--- config.mk ---
export PLATFORM = sky130hd
export DESIGN_NAME = quickadd_round_ctrl_flat
export DESIGN_NICKNAME = d
export VERILOG_FILES = /design/src/rtl/quickadd_round_ctrl_pkg.sv /design/src/rtl/quickadd_round_ctrl_if.sv /design/src/rtl/quickadd_round_ctrl_tick_timer.sv /design/src/rtl/quickadd_round_ctrl.sv /design/src/flat_wrapper.sv
export SDC_FILE = /design/constraint.sdc
export NUM_CORES = 1
export LEC_CHECK = 0
export ABC_AREA = 1
export BUFFER_PORTS_ARGS = -buffer_cell sky130_fd_sc_hd__buf_2
export CORE_UTILIZATION = 39
export DETAILED_ROUTE_END_ITERATION = 16
export HOLD_SLACK_MARGIN = 0.15
export PLACE_DENSITY = 0.67
export SLEW_MARGIN = 5
export SYNTH_ARGS = -nofsm -noshare
export SYNTH_HDL_FRONTEND = slang
export SYNTH_SLANG_ARGS = --single-unit
--- constraint.sdc ---
create_clock -name clkin -period 2.3 [get_ports clkin]
set_input_delay 0.23 -clock clkin [delete_from_list [all_inputs] [get_ports clkin]]
set_output_delay 0.23 -clock clkin [all_outputs]
set_load 0.05 [all_outputs]
--- src/rtl/quickadd_round_ctrl_pkg.sv ---
// Shared encodings for the quick-add round controller: FSM states,
// round-winner codes and a saturating score increment.
package quickadd_pkg;

  localparam logic [2:0] ST_IDLE     = 3'd0;
  localparam logic [2:0] ST_LOAD     = 3'd1;
  localparam logic [2:0] ST_WAIT     = 3'd2;
  localparam logic [2:0] ST_ACTIVE   = 3'd3;
  localparam logic [2:0] ST_FLASH    = 3'd4;
  localparam logic [2:0] ST_GAMEOVER = 3'd5;

  localparam logic [1:0] NONE  = 2'b00;
  localparam logic [1:0] LEFT  = 2'b01;
  localparam logic [1:0] RIGHT = 2'b10;

  // Scores stop at the winning score so they can never wrap.
  function automatic logic [3:0] sat_inc(input logic [3:0] score, input logic [3:0] limit);
    return (score >= limit) ? score : score + 4'd1;
  endfunction

endpackage

--- src/rtl/quickadd_round_ctrl_if.sv ---
// Button, datapath and display signals of the round controller.
// The slave side is the controller; the master side drives buttons and match.
interface quickadd_round_ctrl_if;
  logic       go_i;
  logic       press_l_i;
  logic       press_r_i;
  logic       match_i;
  logic       load_o;
  logic       reveal_o;
  logic       flash_o;
  logic [1:0] winner_o;
  logic       correct_o;
  logic [3:0] score_l_o;
  logic [3:0] score_r_o;
  logic [2:0] state_o;

  modport master (
    output go_i, press_l_i, press_r_i, match_i,
    input  load_o, reveal_o, flash_o, winner_o, correct_o,
           score_l_o, score_r_o, state_o
  );

  modport slave (
    input  go_i, press_l_i, press_r_i, match_i,
    output load_o, reveal_o, flash_o, winner_o, correct_o,
           score_l_o, score_r_o, state_o
  );
endinterface

--- src/rtl/quickadd_round_ctrl_tick_timer.sv ---
// Loadable down-counter; done is high while the count sits at zero.
module tick_timer #(
  parameter int unsigned WIDTH = 8
) (
  input  logic             clk,
  input  logic             rst,
  input  logic             load,
  input  logic [WIDTH-1:0] load_val,
  input  logic             en,
  output logic             done
);

  logic [WIDTH-1:0] count;

  always_ff @(posedge clk) begin
    if (rst)
      count <= '0;
    else if (load)
      count <= load_val;
    else if (en && (count != '0))
      count <= count - WIDTH'(1);
  end

  assign done = (count == '0);

endmodule

--- src/rtl/quickadd_round_ctrl.sv ---
// Round sequencer for the two-player quick-add game: reveal delay,
// press arbitration, scoring and the result flash window.
module quickadd_round_ctrl
  import quickadd_pkg::*;
#(
  parameter int unsigned WAIT_TICKS  = 200_000_000,
  parameter int unsigned FLASH_TICKS = 400_000_000,
  parameter int unsigned WIN_SCORE   = 9
) (
  input logic                 clkin,
  input logic                 reset,
  quickadd_round_ctrl_if.slave bus
);

  localparam int unsigned MAX_TICKS = (WAIT_TICKS > FLASH_TICKS) ? WAIT_TICKS : FLASH_TICKS;
  localparam int unsigned CW        = $clog2(MAX_TICKS + 1);
  // Timer is loaded with N-1 so the state lasts exactly N cycles.
  localparam logic [CW-1:0] WAIT_LOAD  = CW'(WAIT_TICKS - 1);
  localparam logic [CW-1:0] FLASH_LOAD = CW'(FLASH_TICKS - 1);
  localparam logic [3:0]    WIN        = 4'(WIN_SCORE);

  logic [2:0]    state, state_nx;
  logic [1:0]    winner;
  logic          correct;
  logic          tie_right;
  logic [3:0]    score_l, score_r;

  logic          both_press, any_press, dec_left, decided, point_left;
  logic          correct_eff, go_round;
  logic          timer_load, timer_en, timer_done;
  logic [CW-1:0] timer_val;

  tick_timer #(.WIDTH(CW)) u_timer (
    .clk      (clkin),
    .rst      (reset),
    .load     (timer_load),
    .load_val (timer_val),
    .en       (timer_en),
    .done     (timer_done)
  );

  always_comb begin
    both_press  = bus.press_l_i & bus.press_r_i;
    any_press   = bus.press_l_i | bus.press_r_i;
    dec_left    = both_press ? ~tie_right : bus.press_l_i;
    decided     = any_press && ((state == ST_WAIT) || (state == ST_ACTIVE));
    // A press during WAIT is a false start and always counts as wrong.
    correct_eff = (state == ST_ACTIVE) && bus.match_i;
    point_left  = dec_left ~^ correct_eff;
    go_round    = bus.go_i && ((state == ST_IDLE) || (state == ST_GAMEOVER));
    timer_en    = (state == ST_WAIT) || (state == ST_FLASH);
    timer_load  = 1'b0;
    timer_val   = WAIT_LOAD;
    state_nx    = state;

    case (state)
      ST_IDLE:
        if (bus.go_i) state_nx = ST_LOAD;
      ST_LOAD: begin
        state_nx   = ST_WAIT;
        timer_load = 1'b1;
        timer_val  = WAIT_LOAD;
      end
      ST_WAIT:
        if (any_press) begin
          state_nx   = ST_FLASH;
          timer_load = 1'b1;
          timer_val  = FLASH_LOAD;
        end else if (timer_done) begin
          state_nx = ST_ACTIVE;
        end
      ST_ACTIVE:
        if (any_press) begin
          state_nx   = ST_FLASH;
          timer_load = 1'b1;
          timer_val  = FLASH_LOAD;
        end
      ST_FLASH:
        if (timer_done)
          state_nx = ((score_l == WIN) || (score_r == WIN)) ? ST_GAMEOVER : ST_IDLE;
      ST_GAMEOVER:
        if (bus.go_i) state_nx = ST_LOAD;
      default:
        state_nx = ST_IDLE;
    endcase
  end

  always_ff @(posedge clkin) begin
    if (reset) begin
      state     <= ST_IDLE;
      winner    <= NONE;
      correct   <= 1'b0;
      tie_right <= 1'b0;
      score_l   <= '0;
      score_r   <= '0;
    end else begin
      state <= state_nx;
      if (go_round) begin
        winner  <= NONE;
        correct <= 1'b0;
        if (state == ST_GAMEOVER) begin
          score_l <= '0;
          score_r <= '0;
        end
      end
      if (decided) begin
        winner  <= dec_left ? LEFT : RIGHT;
        correct <= correct_eff;
        if (point_left)
          score_l <= sat_inc(score_l, WIN);
        else
          score_r <= sat_inc(score_r, WIN);
        if (both_press)
          tie_right <= ~tie_right;
      end
    end
  end

  assign bus.load_o    = (state == ST_LOAD);
  assign bus.reveal_o  = (state == ST_ACTIVE);
  assign bus.flash_o   = (state == ST_FLASH);
  assign bus.winner_o  = winner;
  assign bus.correct_o = correct;
  assign bus.score_l_o = score_l;
  assign bus.score_r_o = score_r;
  assign bus.state_o   = state;

endmodule
--- src/flat_wrapper.sv ---
// flat-port wrapper written by rule: the top's interface ports become plain ports
module quickadd_round_ctrl_flat import quickadd_pkg::*;
#(
  parameter int unsigned WAIT_TICKS  = 200_000_000,
  parameter int unsigned FLASH_TICKS = 400_000_000,
  parameter int unsigned WIN_SCORE   = 9
)
  (clkin, reset, bus_go_i, bus_press_l_i, bus_press_r_i, bus_match_i, bus_load_o, bus_reveal_o, bus_flash_o, bus_winner_o, bus_correct_o, bus_score_l_o, bus_score_r_o, bus_state_o);
  quickadd_round_ctrl_if bus_i ();
  input logic clkin;
  input logic reset;
  input wire logic [$bits(bus_i.go_i)-1:0] bus_go_i;
  input wire logic [$bits(bus_i.press_l_i)-1:0] bus_press_l_i;
  input wire logic [$bits(bus_i.press_r_i)-1:0] bus_press_r_i;
  input wire logic [$bits(bus_i.match_i)-1:0] bus_match_i;
  output wire logic [$bits(bus_i.load_o)-1:0] bus_load_o;
  output wire logic [$bits(bus_i.reveal_o)-1:0] bus_reveal_o;
  output wire logic [$bits(bus_i.flash_o)-1:0] bus_flash_o;
  output wire logic [$bits(bus_i.winner_o)-1:0] bus_winner_o;
  output wire logic [$bits(bus_i.correct_o)-1:0] bus_correct_o;
  output wire logic [$bits(bus_i.score_l_o)-1:0] bus_score_l_o;
  output wire logic [$bits(bus_i.score_r_o)-1:0] bus_score_r_o;
  output wire logic [$bits(bus_i.state_o)-1:0] bus_state_o;
  assign bus_i.go_i = bus_go_i;
  assign bus_i.press_l_i = bus_press_l_i;
  assign bus_i.press_r_i = bus_press_r_i;
  assign bus_i.match_i = bus_match_i;
  assign bus_load_o = bus_i.load_o;
  assign bus_reveal_o = bus_i.reveal_o;
  assign bus_flash_o = bus_i.flash_o;
  assign bus_winner_o = bus_i.winner_o;
  assign bus_correct_o = bus_i.correct_o;
  assign bus_score_l_o = bus_i.score_l_o;
  assign bus_score_r_o = bus_i.score_r_o;
  assign bus_state_o = bus_i.state_o;
  quickadd_round_ctrl #(.WAIT_TICKS(WAIT_TICKS), .FLASH_TICKS(FLASH_TICKS), .WIN_SCORE(WIN_SCORE)) u_core (.clkin(clkin), .reset(reset), .bus(bus_i));
endmodule
==> flow_metrics.env, run 1 <==
export IMPL_status="completed"
export IMPL_required_ns=2.53
export IMPL_synthDistinctLibCells=32
export IMPL_ios=23
export IMPL_yosysSeqAreaShare_pct=30.5
export IMPL_postCtsSetupBuffers=0
export IMPL_max_freq_ghz=0.484
export IMPL_syn_to_final_growth_pct=11.3
export IMPL_yosys_area_share_simple_pct=42.0
export IMPL_reg2regPathDepth=11
export IMPL_avgSynthCellArea_um2=6.37
export IMPL_grt_pass1_wl_mm=12.0
export IMPL_setup_viol=0
export IMPL_finalWorstSetupSlack_ns=0.234
export IMPL_crit_path_max_incr_delay_ns=0.60
export IMPL_period_minus_slack_ns=2.07
export IMPL_finalClockSkew_ns=0.00821
export IMPL_layout_common_cells="114 x nand2_1, 64 x nor2_1, 54 x inv_1"
export IMPL_setup_worst_path_start_class="register"
export IMPL_rows=31
export IMPL_viasPerCell=5.13
export IMPL_whs_endpoint="u_core.bus.correct_o$_SDFFE_PP0P_"
export IMPL_nets=492
export IMPL_globalplace_congestion=0.913
export IMPL_first_pass_iters=5
export IMPL_final_max_slew_violation_count=0
export IMPL_antenna_found_initial=0
export IMPL_synth_compound_area_share_pct=11.6
export IMPL_hold_start="bus_match_i"
export IMPL_core_mm2=0.00721
export IMPL_grt_overflow_total=0
export IMPL_start_util_pct=40.1
export IMPL_slew_headroom_pct=48.0
export IMPL_vias=2964
export IMPL_layout_drive_gt1_share_pct=13.2
export IMPL_synth_area_mux_share_pct=0
export IMPL_rrSetupSlack_ns=0.23
export IMPL_clockBufferDepth=2
export IMPL_ir_worst_vdd_v=0.000554
export IMPL_crit_buf_inv=3
export IMPL_clk_pin_slew_worst_paths_ns=0.09
export IMPL_hpwl_mm=5.44
export IMPL_yosys_warnings=0
export IMPL_rr_endpoint="u_core.u_timer.count[21]$_SDFFE_PP0P_"
export IMPL_drt_wirelength_per_cell_um=12.5
export IMPL_worstPathArrival_ns=2.30
export IMPL_track_usage_pct=19.6
export IMPL_synthXorXnorAreaFrac_pct=3.03
export IMPL_crit_slowest_cell="nor2_1"
export IMPL_numCtsBuffers=5
export IMPL_reg2reg_from="u_core.bus.state_o[2]$_SDFFE_PP0P_"
export IMPL_pwr_density_cell_mw_per_mm2=1520
export IMPL_totalNegativeSetupSlack_ns=0
export IMPL_tritoncts="done"
export IMPL_crit_path_max_fanout=11
export IMPL_synth_seq_cells=44
export IMPL_worstMarginPinSlew_ns=0.777
export IMPL_dieArea_mm2=0.00776
export IMPL_drc=0
export IMPL_whs_ns=0.212
export IMPL_num_antenna_cells=0
export IMPL_critPathKind="reg2reg"
export IMPL_finalCritPeriodShare_pct=89.8
export IMPL_setup_worst_path_end_class="register"
export IMPL_synthAdderAreaFrac_pct=3.46
export IMPL_die_h_um=88.1
export IMPL_syn_cell_area_mm2=0.00289
export IMPL_cts_max_level=2
export IMPL_syn_nets=468
export IMPL_p_leak_uw=0.00156
export IMPL_post_place_ws_ns=0.320
export IMPL_finalHoldViolCount=0
export IMPL_maxCapViolations=0
export IMPL_num_fill_cells=764
export IMPL_holdCritPathClass="in2reg"
export IMPL_hold_path_depth=3
export IMPL_grt_pass1_vias=2680
export IMPL_grt_setup_unrepaired="false"
export IMPL_final_common_cell="nand2_1"
export IMPL_portBuffers=22
export IMPL_cts_resized=0
export IMPL_die_x_um=88.1
export IMPL_grt_max_degree=24
export IMPL_clock_latency_ns=0.30
export IMPL_cp_top_family="simple AND/OR/NAND/NOR gates"
export IMPL_cts_hold_buffers=0
export IMPL_crit_path_frequent_cell="nor2_1"
export IMPL_crit_path_cell_trace="inv_2, nand2_2, inv_1, nand2_2, nand2_4, inv_1, nor2_1, nand2_1, a21oi_1, nor2_1, nor2_1"
export IMPL_synth_top_family_by_area="simple AND/OR/NAND/NOR gates"
export IMPL_ctsRootBufferMaster="clkbuf_8"
export IMPL_ant_nets=0
export IMPL_routed_wirelength_mm=7.23
export IMPL_synthCells=454
export IMPL_drt_iter0_drc=195
export IMPL_cts_sinks=44
-- routing by layer --
metal / wire [um] / global-route usage, % / vias up
met1: 3290 / 25.0 / 1361
li1: - / - / 1503
met5: 0 / 0 / -
met2: 3470 / 34.0 / 94
met4: 63 / 4.99 / 0
met3: 406 / 3.49 / 6
-- area by class of cell --
type	instances	area (um^2)	area share, %
Clock buffer	7	96.3	2.99
Inverter	59	229	7.12
Multi-Input combinational cell	345	1740	54.1
Tap cell	99	124	3.85
Sequential cell	44	881	27.4
Clock inverter	1	30.0	0.933
Timing Repair Buffer	23	118	3.66
-- registers in the layout (all words and copies together), names as in the netlist --
signal / flops
u_core.u_timer.count: 29
u_core.bus.score_l_o: 4
u_core.bus.score_r_o: 4
u_core.bus.state_o: 3
u_core.bus.winner_o: 2
u_core.bus.correct_o: 1
u_core.tie_right: 1
-- tightest hold or removal path, stage by stage --
cell and delay (ns):
buf_2 0.10, nand3_1 0.07, a21oi_1 0.06
-- logic make-up after synthesis --
family          after synthesis
buf+inv                      65
compound gates               61
xor+xnor                     10
simple gates                266
flops                        44
fa+ha+maj                     8
-- cells in the mapped netlist --
library cell,count,area [um^2]
o21bai_1,2,15.0
nor2_1,64,240
nand3b_1,4,30.0
xnor2_1,1,8.76
nor2_4,3,33.8
inv_4,1,6.26
nor3_1,5,25.0
nor4_1,1,6.26
o31ai_1,3,22.5
buf_4,2,15.0
inv_2,3,11.3
or2_1,1,6.26
a21boi_0,2,15.0
ha_1,8,100
inv_1,54,203
nand3_1,44,220
or2_2,1,6.26
a21o_1,1,7.51
o21ai_0,23,115
nand2_8,2,40.0
clkbuf_1,3,11.3
nand2_4,2,22.5
a21oi_2,3,26.3
a21oi_1,27,135
xor2_1,9,78.8
nand2_1,114,428
nand2_2,6,37.5
dfxtp_1,44,881
inv_6,1,8.76
nor2_2,10,62.6
buf_8,1,15.0
nand4_1,9,56.3
-- where the power goes --
group          leakage, uW  total, uW  switching [uW]  internal (uW)
logic              0.00114       3070            2130            934
clock network    0.0000645        659             276            384
registers         0.000359       1170             211            963
-- worst max-delay path by stage --
stage / endpoint / from / cells past startpoint
floorplan: u_core.u_timer.count[8]$_SDFFE_PP0P_ / u_core.bus.state_o[0]$_SDFFE_PP0P_ / 9
global placement: u_core.u_timer.count[0]$_SDFFE_PP0P_ / u_core.u_timer.count[0]$_SDFFE_PP0P_ / 10
detailed placement: u_core.u_timer.count[0]$_SDFFE_PP0P_ / u_core.bus.state_o[2]$_SDFFE_PP0P_ / 10
CTS: u_core.u_timer.count[21]$_SDFFE_PP0P_ / u_core.bus.state_o[2]$_SDFFE_PP0P_ / 11
global route: u_core.u_timer.count[0]$_SDFFE_PP0P_ / u_core.bus.state_o[2]$_SDFFE_PP0P_ / 10
finish: u_core.u_timer.count[21]$_SDFFE_PP0P_ / u_core.bus.state_o[2]$_SDFFE_PP0P_ / 11
-- stage by stage --
step | instance area (um^2) | power [uW] | std cells | utilization, %
floorplan | 2890 | 3660 | 454 | -
global placement | 3090 | 4180 | 570 | 42.8
detailed placement | 3090 | 4230 | 570 | 42.8
CTS | 3220 | 4900 | 578 | 44.6
global route | 3220 | 5370 | 578 | 44.6
finish | 3220 | 4900 | 578 | 44.6
(Power assumes the default switching activity.)
==> run 2, diff against run 1 <==
--- a/config.mk
+++ b/config.mk
@@ -7,10 +7,11 @@
 export LEC_CHECK = 0
 export ABC_AREA = 1
 export BUFFER_PORTS_ARGS = -buffer_cell sky130_fd_sc_hd__buf_2
+export CORE_ASPECT_RATIO = 0.6
 export CORE_UTILIZATION = 39
 export DETAILED_ROUTE_END_ITERATION = 16
 export HOLD_SLACK_MARGIN = 0.15
-export PLACE_DENSITY = 0.67
+export PLACE_DENSITY = 0.65
 export SLEW_MARGIN = 5
 export SYNTH_ARGS = -nofsm -noshare
 export SYNTH_HDL_FRONTEND = slang
==> flow_metrics.env, run 2 (same netlist as run 1, synthesis figures left out) <==
export IMPL_status="completed"
export IMPL_clock_latency_ns=0.29
export IMPL_post_place_ws_ns=0.273
export IMPL_ir_worst_vdd_v=0.000575
export IMPL_totalNegativeSetupSlack_ns=0
export IMPL_cts_resized=0
export IMPL_cts_max_level=2
export IMPL_grt_setup_unrepaired="false"
export IMPL_finalClockSkew_ns=0.00374
export IMPL_clockBufferDepth=2
export IMPL_grt_pass1_wl_mm=12.7
export IMPL_ios=23
export IMPL_drc=0
export IMPL_pwr_density_cell_mw_per_mm2=1570
export IMPL_crit_path_max_fanout=11
export IMPL_critPathKind="reg2reg"
export IMPL_num_antenna_cells=0
export IMPL_rrSetupSlack_ns=0.21
export IMPL_rows=23
export IMPL_grt_max_degree=23
export IMPL_first_pass_iters=5
export IMPL_postCtsSetupBuffers=0
export IMPL_cts_hold_buffers=0
export IMPL_hpwl_mm=5.99
export IMPL_p_leak_uw=0.00157
export IMPL_core_mm2=0.00691
export IMPL_routed_wirelength_mm=7.93
export IMPL_required_ns=2.53
export IMPL_reg2reg_from="u_core.u_timer.count[0]$_SDFFE_PP0P_"
export IMPL_track_usage_pct=21.6
export IMPL_finalWorstSetupSlack_ns=0.209
export IMPL_total_power_uw=5060
export IMPL_maxCapViolations=0
export IMPL_hold_start="bus_match_i"
export IMPL_grt_pass1_vias=2435
export IMPL_hold_path_depth=3
export IMPL_viasPerCell=5.15
export IMPL_netSwitchingFraction_pct=54.6
export IMPL_cts_sinks=44
export IMPL_die_h_um=68.7
export IMPL_drt_iter0_drc=352
export IMPL_ctsRootBufferMaster="clkbuf_16"
export IMPL_rr_endpoint="u_core.u_timer.count[21]$_SDFFE_PP0P_"
export IMPL_power_frac_seq_pct=23.5
export IMPL_finalCritPeriodShare_pct=90.9
export IMPL_period_minus_slack_ns=2.09
export IMPL_setup_worst_path_start_class="register"
export IMPL_whs_endpoint="u_core.bus.correct_o$_SDFFE_PP0P_"
export IMPL_finalHoldViolCount=0
export IMPL_worstMarginPinSlew_ns=0.740
export IMPL_setup_worst_path_end_class="register"
export IMPL_antenna_found_initial=0
export IMPL_vias=2915
export IMPL_grt_overflow_total=0
export IMPL_ant_nets=0
export IMPL_numCtsBuffers=5
export IMPL_drt_wirelength_per_cell_um=14.0
export IMPL_p_clk_share_pct=13.7
export IMPL_num_fill_cells=750
export IMPL_max_freq_ghz=0.478
export IMPL_tritoncts="done"
export IMPL_dieArea_mm2=0.00777
export IMPL_p_int_uw=2290
export IMPL_slew_headroom_pct=50.5
export IMPL_die_x_um=113
export IMPL_globalplace_congestion=0.994
export IMPL_regMostFlops="u_core.u_timer.count"
export IMPL_p_comb_share_pct=62.8
export IMPL_start_util_pct=41.8
export IMPL_holdCritPathClass="in2reg"
export IMPL_portBuffers=22
export IMPL_layout_common_cells="114 x nand2_1, 64 x nor2_1, 54 x inv_1"
export IMPL_largest_reg_flops=29
export IMPL_final_common_cell="nand2_1"
export IMPL_reg2regPathDepth=11
export IMPL_setup_viol=0
export IMPL_final_max_slew_violation_count=0
export IMPL_power_net_switching_uw=2760
export IMPL_clk_pin_slew_worst_paths_ns=0.06
export IMPL_syn_to_final_growth_pct=11.3
export IMPL_layout_drive_gt1_share_pct=12.9
export IMPL_worstPathArrival_ns=2.32
export IMPL_nets=493
[run 2: cell types whose count changed in the layout (fill, tap and decap cells not counted)]
cell,before,now
bufinv_16,1,0
clkinv_2,0,1
clkbuf_16,0,5
clkbuf_8,7,0
clkbuf_1,0,1
buf_4,1,2
[run 2: per-stage QoR]
step | cell area, um^2 | hold slack (ns) | cells | util [%]
final | 3220 | 0.223 | 566 | 46.6
after global routing | 3220 | 0.228 | 566 | 46.6
after CTS | 3220 | 0.219 | 566 | 46.6
after detailed placement | 3080 | 0.459 | 559 | 44.6
after global placement | 3080 | 0.465 | 559 | 44.6
after floorplan | 2890 | 0.390 | 454 | -
[run 2: how the worst max path moves through the flow]
stage,cells past startpoint,end,slack (ns),from
6_report,11,u_core.u_timer.count[21]$_SDFFE_PP0P_,0.21,u_core.u_timer.count[0]$_SDFFE_PP0P_
3_5_place_dp,10,u_core.u_timer.count[0]$_SDFFE_PP0P_,0.27,u_core.u_timer.count[0]$_SDFFE_PP0P_
3_3_place_gp,10,u_core.u_timer.count[0]$_SDFFE_PP0P_,0.35,u_core.u_timer.count[0]$_SDFFE_PP0P_
2_1_floorplan,9,u_core.u_timer.count[8]$_SDFFE_PP0P_,0.08,u_core.bus.state_o[0]$_SDFFE_PP0P_
4_1_cts,11,u_core.u_timer.count[21]$_SDFFE_PP0P_,0.24,u_core.u_timer.count[0]$_SDFFE_PP0P_
5_1_grt,11,u_core.u_timer.count[18]$_SDFFE_PP0P_,0.004,u_core.u_timer.count[0]$_SDFFE_PP0P_
[run 2: layout make-up]
| cell class | instances | area, um^2 | share of cell area (%) |
|---|---|---|---|
| inverter | 59 | 229 | 7.12 |
| tap | 87 | 109 | 3.38 |
| sequential | 44 | 881 | 27.4 |
| multi-input combinational | 345 | 1740 | 54.1 |
| clock inverter | 1 | 5.00 | 0.156 |
| timing repair buffer | 24 | 125 | 3.89 |
| clock buffer | 6 | 129 | 4.01 |
[run 2: critical path, cell delays in order, from the launching register on]
cell	delay, ns
dfxtp_1	0.31
inv_1	0.09
ha_1	0.21
nand2_1	0.07
nor2_1	0.07
nand2_2	0.08
nor2_1	0.06
nor2_1	0.56
nand2_1	0.25
a21oi_1	0.20
nor2_1	0.06
nor2_1	0.08
[run 2: routing by layer]
metal | GRT usage [%] | wire length [um]
met3 | 5.33 | 821
met1 | 35.9 | 4400
met2 | 26.1 | 2670
met5 | 0 | 0
met4 | 3.45 | 40
[run 2: power by group through the flow]
| stage | clock network [uW] | registers, uW | logic [uW] |
|---|---|---|---|
| detailed placement | 0 | 1190 | 3100 |
| CTS | 712 | 1180 | 3120 |
| finish | 692 | 1190 | 3180 |
| global placement | 0 | 1190 | 3100 |
| floorplan | 0 | 1250 | 2410 |
| global route | 736 | 1220 | 3540 |
